File: config.mk
export PLATFORM = sky130hd
export DESIGN_NAME = cg_tlb_setassociative
export DESIGN_NICKNAME = d
export VERILOG_FILES = /design/src/rtl/cg_tlb_setassociative.sv
export SDC_FILE = /design/constraint.sdc
export NUM_CORES = 2
export LEC_CHECK = 0
export CORE_UTILIZATION = 45
export DETAILED_ROUTE_END_ITERATION = 10
export SLEW_MARGIN = 20
export SYNTH_ARGS = -nofsm -noshare
export SYNTH_HDL_FRONTEND = slang
export SYNTH_SLANG_ARGS = --single-unit
File: constraint.sdc
create_clock -name i_clk -period 8.1 [get_ports i_clk]
set_input_delay 2.025 -clock i_clk [delete_from_list [all_inputs] [get_ports i_clk]]
set_output_delay 2.025 -clock i_clk [all_outputs]
set_load 0.03 [all_outputs]
File: src/rtl/cg_tlb_setassociative.sv
// cg_tlb_setassociative: set-associative TLB with PTW miss handshake, lookup
// stall, page-fault strobe, ASID/vaddr-selective flush and per-set bit-PLRU.
// Optional feature: define CG_TLB_GLOBAL_EN to store a G bit per entry
// (i_ptw_pte_attr[5]); global entries match any ASID and survive ASID flushes.
module cg_tlb_setassociative #(
  parameter int VADDR_WIDTH  = 39,
  parameter int PADDR_WIDTH  = 56,
  parameter int PPN_WIDTH    = 44,
  parameter int OFFSET_WIDTH = 12,
  parameter int ASID_WIDTH   = 16,
  parameter int ATTR_WIDTH   = 11,
  parameter int SET_NUM      = 8,
  parameter int WAY_NUM      = 4
) (
  input  logic                    i_clk,
  input  logic                    i_rstn,
  input  logic                    i_vaddr_valid,
  output logic                    o_ready,
  input  logic [VADDR_WIDTH-1:0]  i_vaddr,
  input  logic [ASID_WIDTH-1:0]   i_asid,
  output logic                    o_paddr_valid,
  output logic [PADDR_WIDTH-1:0]  o_paddr,
  output logic [ATTR_WIDTH-1:0]   o_pte_attr,
  output logic                    o_fault,
  output logic                    o_miss_valid,
  input  logic                    i_miss_ready,
  output logic [VADDR_WIDTH-1:0]  o_miss_vaddr,
  output logic [ASID_WIDTH-1:0]   o_miss_asid,
  input  logic                    i_ptw_valid,
  input  logic                    i_ptw_fault,
  input  logic [PADDR_WIDTH-1:0]  i_ptw_paddr,
  input  logic [ATTR_WIDTH-1:0]   i_ptw_pte_attr,
  input  logic                    i_flush_valid,
  output logic                    o_flush_ready,
  input  logic                    i_flush_asid_en,
  input  logic [ASID_WIDTH-1:0]   i_flush_asid,
  input  logic                    i_flush_vaddr_en,
  input  logic [VADDR_WIDTH-1:0]  i_flush_vaddr
);

  localparam int IDX_W = $clog2(SET_NUM);
  localparam int TAG_W = VADDR_WIDTH - OFFSET_WIDTH - IDX_W;
  localparam int WAY_W = (WAY_NUM > 1) ? $clog2(WAY_NUM) : 1;

  typedef enum logic [1:0] {IDLE, MISS_REQ, WAIT_PTW, FLUSH} state_t;

  state_t state, state_nxt;

  // Entry storage: valid/MRU are control, the rest is data
  logic [WAY_NUM-1:0]    valid_arr [SET_NUM];
  logic [WAY_NUM-1:0]    mru_arr   [SET_NUM];
  logic [TAG_W-1:0]      tag_arr   [SET_NUM][WAY_NUM];
  logic [ASID_WIDTH-1:0] asid_arr  [SET_NUM][WAY_NUM];
  logic [PPN_WIDTH-1:0]  ppn_arr   [SET_NUM][WAY_NUM];
  logic [ATTR_WIDTH-1:0] attr_arr  [SET_NUM][WAY_NUM];
`ifdef CG_TLB_GLOBAL_EN
  logic [WAY_NUM-1:0]    g_arr     [SET_NUM];
`endif

  // Flush operands
  logic                  fl_asid_en_q;
  logic [ASID_WIDTH-1:0] fl_asid_q;
  logic                  fl_vaddr_en_q;
  logic [TAG_W-1:0]      fl_tag_q;
  logic [IDX_W-1:0]      fl_idx_q;
  logic                  fl_last;
  logic [WAY_NUM-1:0]    fl_kill;

  // Result stage
  logic                   res_vld_p1;
  logic                   fault_p1;
  logic [PADDR_WIDTH-1:0] paddr_p1;
  logic [ATTR_WIDTH-1:0]  attr_p1;
  logic [VADDR_WIDTH-1:0] miss_vaddr_q;
  logic [ASID_WIDTH-1:0]  miss_asid_q;

  logic [IDX_W-1:0]     lk_idx;
  logic [TAG_W-1:0]     lk_tag;
  logic [IDX_W-1:0]     ms_idx;
  logic [TAG_W-1:0]     ms_tag;
  logic [PPN_WIDTH-1:0] ptw_ppn;
  logic                 lk_acc;
  logic                 fl_acc;
  logic                 ptw_done;
  logic                 fill_en;
  logic [WAY_NUM-1:0]   hit_vec;
  logic                 hit;
  logic [WAY_W-1:0]     hit_way;
  logic [WAY_W-1:0]     vic_way;
  logic                 vic_found;
  logic                 unused_bits;

  assign lk_idx   = i_vaddr[OFFSET_WIDTH +: IDX_W];
  assign lk_tag   = i_vaddr[VADDR_WIDTH-1 -: TAG_W];
  assign ms_idx   = miss_vaddr_q[OFFSET_WIDTH +: IDX_W];
  assign ms_tag   = miss_vaddr_q[VADDR_WIDTH-1 -: TAG_W];
  assign ptw_ppn  = i_ptw_paddr[PADDR_WIDTH-1 -: PPN_WIDTH];
  assign lk_acc   = i_vaddr_valid & o_ready;
  assign fl_acc   = i_flush_valid & o_flush_ready;
  assign ptw_done = (state == WAIT_PTW) & i_ptw_valid;
  assign fill_en  = ptw_done & ~i_ptw_fault;
  assign fl_last  = fl_vaddr_en_q | (fl_idx_q == IDX_W'(SET_NUM - 1));

  assign unused_bits = &{1'b0, i_flush_vaddr[OFFSET_WIDTH-1:0],
                         i_ptw_paddr[PADDR_WIDTH-PPN_WIDTH-1:0]};

  // Set the touched way's MRU bit; on saturation keep only the touched way
  function automatic logic [WAY_NUM-1:0] mru_touch(input logic [WAY_NUM-1:0] cur,
                                                   input logic [WAY_W-1:0]   way);
    logic [WAY_NUM-1:0] onehot;
    logic [WAY_NUM-1:0] nxt;
    onehot      = '0;
    onehot[way] = 1'b1;
    nxt         = cur | onehot;
    if (&nxt) nxt = onehot;
    return nxt;
  endfunction

  // Tag/ASID compare across the indexed set, lowest matching way wins
  always_comb begin
    hit     = 1'b0;
    hit_way = '0;
    for (int w = 0; w < WAY_NUM; w++) begin
`ifdef CG_TLB_GLOBAL_EN
      hit_vec[w] = valid_arr[lk_idx][w] & (tag_arr[lk_idx][w] == lk_tag) &
                   ((asid_arr[lk_idx][w] == i_asid) | g_arr[lk_idx][w]);
`else
      hit_vec[w] = valid_arr[lk_idx][w] & (tag_arr[lk_idx][w] == lk_tag) &
                   (asid_arr[lk_idx][w] == i_asid);
`endif
    end
    for (int w = 0; w < WAY_NUM; w++) begin
      if (hit_vec[w] && !hit) begin
        hit     = 1'b1;
        hit_way = WAY_W'(w);
      end
    end
  end

  // Victim: lowest invalid way, else lowest way whose MRU bit is clear
  always_comb begin
    vic_way   = '0;
    vic_found = 1'b0;
    for (int w = 0; w < WAY_NUM; w++) begin
      if (!valid_arr[ms_idx][w] && !vic_found) begin
        vic_way   = WAY_W'(w);
        vic_found = 1'b1;
      end
    end
    for (int w = 0; w < WAY_NUM; w++) begin
      if (!mru_arr[ms_idx][w] && !vic_found) begin
        vic_way   = WAY_W'(w);
        vic_found = 1'b1;
      end
    end
  end

  // Flush match per way in the set currently being swept
  always_comb begin
    for (int w = 0; w < WAY_NUM; w++) begin
`ifdef CG_TLB_GLOBAL_EN
      fl_kill[w] = (fl_asid_en_q ? ((asid_arr[fl_idx_q][w] == fl_asid_q) & ~g_arr[fl_idx_q][w]) : 1'b1) &
                   (fl_vaddr_en_q ? (tag_arr[fl_idx_q][w] == fl_tag_q) : 1'b1);
`else
      fl_kill[w] = (fl_asid_en_q ? (asid_arr[fl_idx_q][w] == fl_asid_q) : 1'b1) &
                   (fl_vaddr_en_q ? (tag_arr[fl_idx_q][w] == fl_tag_q) : 1'b1);
`endif
    end
  end

  // State register
  always_ff @(posedge i_clk or negedge i_rstn) begin
    if (!i_rstn) state <= IDLE;
    else         state <= state_nxt;
  end

  // Next-state logic; flush takes priority over a same-cycle lookup
  always_comb begin
    state_nxt = state;
    case (state)
      IDLE:     if (fl_acc) state_nxt = FLUSH;
                else if (lk_acc && !hit) state_nxt = MISS_REQ;
      MISS_REQ: if (i_miss_ready) state_nxt = WAIT_PTW;
      WAIT_PTW: if (i_ptw_valid) state_nxt = IDLE;
      FLUSH:    if (fl_last) state_nxt = IDLE;
      default:  state_nxt = IDLE;
    endcase
  end

  // State-decoded handshake outputs
  always_comb begin
    o_miss_valid  = (state == MISS_REQ);
    o_flush_ready = (state == IDLE);
    o_ready       = (state == IDLE) & ~i_flush_valid;
  end

  // ---- p1: translation result, fault strobe and latched miss request ----
  always_ff @(posedge i_clk or negedge i_rstn) begin
    if (!i_rstn) begin
      res_vld_p1   <= 1'b0;
      fault_p1     <= 1'b0;
      paddr_p1     <= '0;
      attr_p1      <= '0;
      miss_vaddr_q <= '0;
      miss_asid_q  <= '0;
    end else begin
      res_vld_p1 <= (lk_acc & hit) | fill_en;
      fault_p1   <= ptw_done & i_ptw_fault;
      if (lk_acc && hit) begin
        paddr_p1 <= {ppn_arr[lk_idx][hit_way], i_vaddr[OFFSET_WIDTH-1:0]};
        attr_p1  <= attr_arr[lk_idx][hit_way];
      end else if (fill_en) begin
        paddr_p1 <= {ptw_ppn, miss_vaddr_q[OFFSET_WIDTH-1:0]};
        attr_p1  <= i_ptw_pte_attr;
      end
      if (lk_acc && !hit) begin
        miss_vaddr_q <= i_vaddr;
        miss_asid_q  <= i_asid;
      end
    end
  end

  assign o_paddr_valid = res_vld_p1;
  assign o_fault       = fault_p1;
  assign o_paddr       = paddr_p1;
  assign o_pte_attr    = attr_p1;
  assign o_miss_vaddr  = miss_vaddr_q;
  assign o_miss_asid   = miss_asid_q;

  // Valid and MRU bits: hit touch, fill install, flush invalidate
  always_ff @(posedge i_clk or negedge i_rstn) begin
    if (!i_rstn) begin
      for (int s = 0; s < SET_NUM; s++) begin
        valid_arr[s] <= '0;
        mru_arr[s]   <= '0;
      end
    end else begin
      if (lk_acc && hit) mru_arr[lk_idx] <= mru_touch(mru_arr[lk_idx], hit_way);
      if (fill_en) begin
        valid_arr[ms_idx][vic_way] <= 1'b1;
        mru_arr[ms_idx]            <= mru_touch(mru_arr[ms_idx], vic_way);
      end
      if (state == FLUSH) valid_arr[fl_idx_q] <= valid_arr[fl_idx_q] & ~fl_kill;
    end
  end

  // Entry payload written on a successful PTW fill
  always_ff @(posedge i_clk) begin
    if (fill_en) begin
      tag_arr[ms_idx][vic_way]  <= ms_tag;
      asid_arr[ms_idx][vic_way] <= miss_asid_q;
      ppn_arr[ms_idx][vic_way]  <= ptw_ppn;
      attr_arr[ms_idx][vic_way] <= i_ptw_pte_attr;
`ifdef CG_TLB_GLOBAL_EN
      g_arr[ms_idx][vic_way]    <= i_ptw_pte_attr[5];
`endif
    end
  end

  // Flush operand latch and set sweep counter
  always_ff @(posedge i_clk) begin
    if (fl_acc) begin
      fl_asid_en_q  <= i_flush_asid_en;
      fl_asid_q     <= i_flush_asid;
      fl_vaddr_en_q <= i_flush_vaddr_en;
      fl_tag_q      <= i_flush_vaddr[VADDR_WIDTH-1 -: TAG_W];
      fl_idx_q      <= i_flush_vaddr_en ? i_flush_vaddr[OFFSET_WIDTH +: IDX_W] : '0;
    end else if (state == FLUSH && !fl_last) begin
      fl_idx_q <= fl_idx_q + 1'b1;
    end
  end

endmodule

==> out/qor.csv <==
stage,metric,value,unit
clock_tree,Clock Path Buffers,4,
route,Avg Vias per Cell,6.83,
timing,endpoints failing setup,0,
timing,Worst Skew,0.0418,ns
clock_tree,post-cts resize count,0,
clock_tree,TritonCTS buffer count,350,
flow_run,Maximum Capacitance Violations,0,
timing,setup tns final,0,ns
die,die outline area,312000,um2
cells_and_area,fraction of final layout cells with drive strength greater than 1,0.204,
clock_tree,# clock sinks,3278,
timing,final period utilization,0.849,
grt,wire length of the first global-routing pass,708,mm
setup_path,CP top delay family,simple AND/OR/NAND/NOR gates,
min_path,worst min path class,reg -> reg,
setup_path,crit end category,register,
synthesis,Post-synth ARST share,0.0580,
setup_path,R2R depth,11,
clock_tree,clock latency on the worst-skew pair,0.95,ns
route,DRC Markers,2,
clock_tree,register clock-pin slew on the reported worst setup and hold paths,0.06,ns
synthesis,synthesized net count,8363,
clock_tree,H-tree depth,5,
setup_path,CP bufs+invs,5,
status,failing checks,design-rule violations,
timing,Relative slew margins,0.158,
synthesis,cell area after technology mapping,139000,um2
placed_design,final HPWL from detailed placement,303,mm
status,status,"complete, but fails checks",
setup_path,number of cells on the critical path,16,
route,routed wire length,524,mm
synthesis,largest area contributor in the netlist,sky130_fd_sc_hd__edfxtp_1,
die,horizontal die dimension,558,um
synthesis,cell count after synthesis,8175,
setup_path,most frequent cell on the critical path,sky130_fd_sc_hd__buf_4,
timing,final slew viol count,0,
placed_design,DP Cell Count,12400,
grt,initial antenna violation count,47,
placed_design,Placement Cell Area,149000,um2
route,DR vias,89100,
cells_and_area,layout overhead on the synthesized area,15.5,%
route,drt first-iter violations,15200,
cells_and_area,final cell area excluding filler cells,161000,um2
placed_design,dpl ws,0.470,ns
timing,unrepaired setup endpoints after global routing,false,
timing,slew at the pin closest to its max-slew limit,1.26,ns
timing,maximum operating frequency,145,MHz
placed_design,Port Buffer Count,288,
synthesis,cell with the most instances after synthesis,sky130_fd_sc_hd__edfxtp_1,
die,placeable core region,307000,um2
route,antenna violation net count after detailed routing,0,
cells_and_area,post-route non-filler standard cell count,13000,
synthesis,count of flip-flops with a built-in enable after synthesis,3085,
clock_tree,number of buffers inserted for hold repair after clock tree synthesis,0,
die,Site Rows,203,
route,post-detailed-route wirelength per cell,40.2,um
synthesis,flop and latch count out of synthesis,3278,
power_and_ir_drop,Lkg Pwr,52.7,nW
timing,final hold slack,0.498,ns
power_and_ir_drop,power density over cell area,309,nW/um2
die,# IOs,313,
timing,final hold violation count,0,
timing,minimum setup slack in the final design,1.23,ns
setup_path,Crit path required time,8.95,ns
setup_path,startpoint type of the worst setup path,input pin,
grt,combined global-route utilization of all metal layers,0.330,
setup_path,"slowest stage cell, crit path",sky130_fd_sc_hd__or4b_2,
clock_tree,root cell of the clock tree,sky130_fd_sc_hd__clkbuf_16,
setup_path,CP peak stage delay,0.75,ns
setup_path,type of the worst setup path,in -> reg,
grt,largest net degree at the start of global routing,112,
synthesis,"Seq/Total Area, Yosys",0.700,
cells_and_area,final net count,8813,
synthesis,Main synth FF type,sky130_fd_sc_hd__edfxtp_1,
die,Initial Util,0.454,
route,number of iterations in the first detailed-routing pass,9,
timing,clock period minus final worst setup slack,6.87,ns
power_and_ir_drop,VDD IR max,360,uV
placed_design,routability-driven placement congestion ratio,0.957,
synthesis,portion of synthesized cell area occupied by the leading cell type,0.665,
clock_tree,postcts setup bufs,0,
setup_path,cells traversed along the worst timing path,buf_8 -> nor2_4 -> buf_4 -> buf_4 -> a22oi_1 -> o21ai_0 -> xor2_1 -> buf_4 -> nand4b_1 -> or4b_2 -> or3_4 -> a31oi_4 -> buf_12 -> mux2i_1 -> o22ai_1 -> a21oi_1,
die,die height,558,um
min_path,cell count of the worst hold path,2,
grt,vias in the first global route,85300,
synthesis,top post-synthesis cells by count,"3085 x sky130_fd_sc_hd__edfxtp_1, 585 x sky130_fd_sc_hd__mux2i_1, 476 x sky130_fd_sc_hd__mux4_2",
clock_tree,clock tree from TritonCTS,built,
synthesis,dominant cells by area after synthesis,"sky130_fd_sc_hd__edfxtp_1 67%, sky130_fd_sc_hd__mux4_2 7.7%, sky130_fd_sc_hd__mux2i_1 4.2%",
synthesis,distinct cell type count of the synthesized netlist,96,
grt,leftover overflow at the end of global routing,0,
setup_path,worst-path maximum fanout,48,
synthesis,Avg Inst Size Synth,17.0,um2
synthesis,Syn. warnings,0,
setup_path,data arrival time of the worst path,7.72,ns
registers in the layout (all words and copies together), names as in the netlist, 2 cells and up, named ones only:
register / flops
ppn_arr: 1408
o_pte_attr: 11
o_miss_vaddr: 39
fl_asid_q: 16
tag_arr: 768
fl_tag_q: 24
asid_arr: 512
valid_arr: 32
o_paddr: 56
o_miss_asid: 16
state: 2
mru_arr: 32
fl_idx_q: 3
attr_arr: 352
through the flow:
stage	power [mW]	util
global placement	33.2	0.486
CTS	49.5	0.524
floorplan	28.2	-
finish	49.6	0.524
detailed placement	33.4	0.486
global route	50.7	0.524
final cells by class:
class,count,area (um2)
sequential,3278,97500
multi-input combinational,4274,39400
fill,24900,146000
antenna,23,57.6
clock buffer,460,9480
tap,4100,5130
clock inverter,187,2080
timing repair buffer,692,7000
inverter,29,123
cells in the final DEF (no fill, tap or decap), types with 201 or more instances in the layout:
cell                                 n
sky130_fd_sc_hd__nand2_1           245
sky130_fd_sc_hd__a221oi_1          312
sky130_fd_sc_hd__a21oi_1           239
sky130_fd_sc_hd__buf_4             313
sky130_fd_sc_hd__mux2_2            277
sky130_fd_sc_hd__clkdlybuf4s50_1   270
sky130_fd_sc_hd__mux2i_1           585
sky130_fd_sc_hd__mux4_2            476
sky130_fd_sc_hd__edfxtp_1         3085
sky130_fd_sc_hd__xnor2_1           208
sky130_fd_sc_hd__a22oi_1           344
sky130_fd_sc_hd__clkbuf_16         354
sky130_fd_sc_hd__o21ai_0           201
sky130_fd_sc_hd__nor2_1            305
path summary, 6_finish.rpt:
path / from / end / slack [ns]
setup / recovery: i_vaddr[12] / o_paddr[27]$_DFFE_PN0P_ / 1.23
hold / removal: o_paddr[4]$_DFFE_PN0P_ / o_paddr[4]$_DFFE_PN0P_ / 0.50
setup reg to reg: register / valid_arr[4]$_DFF_PN0_ / 2.44
hold reg to reg: o_paddr[4]$_DFFE_PN0P_ / o_paddr[4]$_DFFE_PN0P_ / 0.50
max in group asynchronous: i_rstn / o_miss_vaddr[14]$_DFFE_PN0P_ / 5.63
min in group asynchronous: i_rstn / o_miss_vaddr[16]$_DFFE_PN0P_ / 1.02
power breakdown:
group          switching, mW  internal [mW]
clock                   6.85           9.49
sequential              1.46           20.4
combinational           7.19           4.27
total                   15.5           34.1
cell families after synthesis:
logic type,Yosys count,synth area share
AOI/OAI and AO/OA,1549,0.0802
xor gates and xnor gates,277,0.0174
adders and majority gates,2,0.000180
buffers and inverters,623,0.0202
DFF,3278,0.700
muxes,1354,0.143
and+or+nand+nor,1092,0.0392
metal layers:
layer | wire length (um) | share of wire | global-route usage | vias up
li1 | - | - | - | 34500
met1 | 195000 | 0.37 | 0.452 | 46700
met2 | 237000 | 0.45 | 0.506 | 6643
met3 | 63600 | 0.12 | 0.0687 | 1206
met4 | 28500 | 0.054 | 0.156 | 30
met5 | 463 | 0.00088 | 0 | -
worst reg2reg max path: stages (launching register included):
cell	delay, ns
sky130_fd_sc_hd__dfxtp_4	0.50
sky130_fd_sc_hd__buf_4	0.45
sky130_fd_sc_hd__buf_12	0.56
sky130_fd_sc_hd__mux4_2	0.68
sky130_fd_sc_hd__mux2i_1	0.32
sky130_fd_sc_hd__xnor2_1	0.11
sky130_fd_sc_hd__nor4_1	0.80
sky130_fd_sc_hd__nand4_1	0.29
sky130_fd_sc_hd__o31ai_2	1.06
sky130_fd_sc_hd__a21oi_1	0.48
sky130_fd_sc_hd__nor2_1	0.23
sky130_fd_sc_hd__a21oi_1	0.06
(Power assumes the default switching activity.)
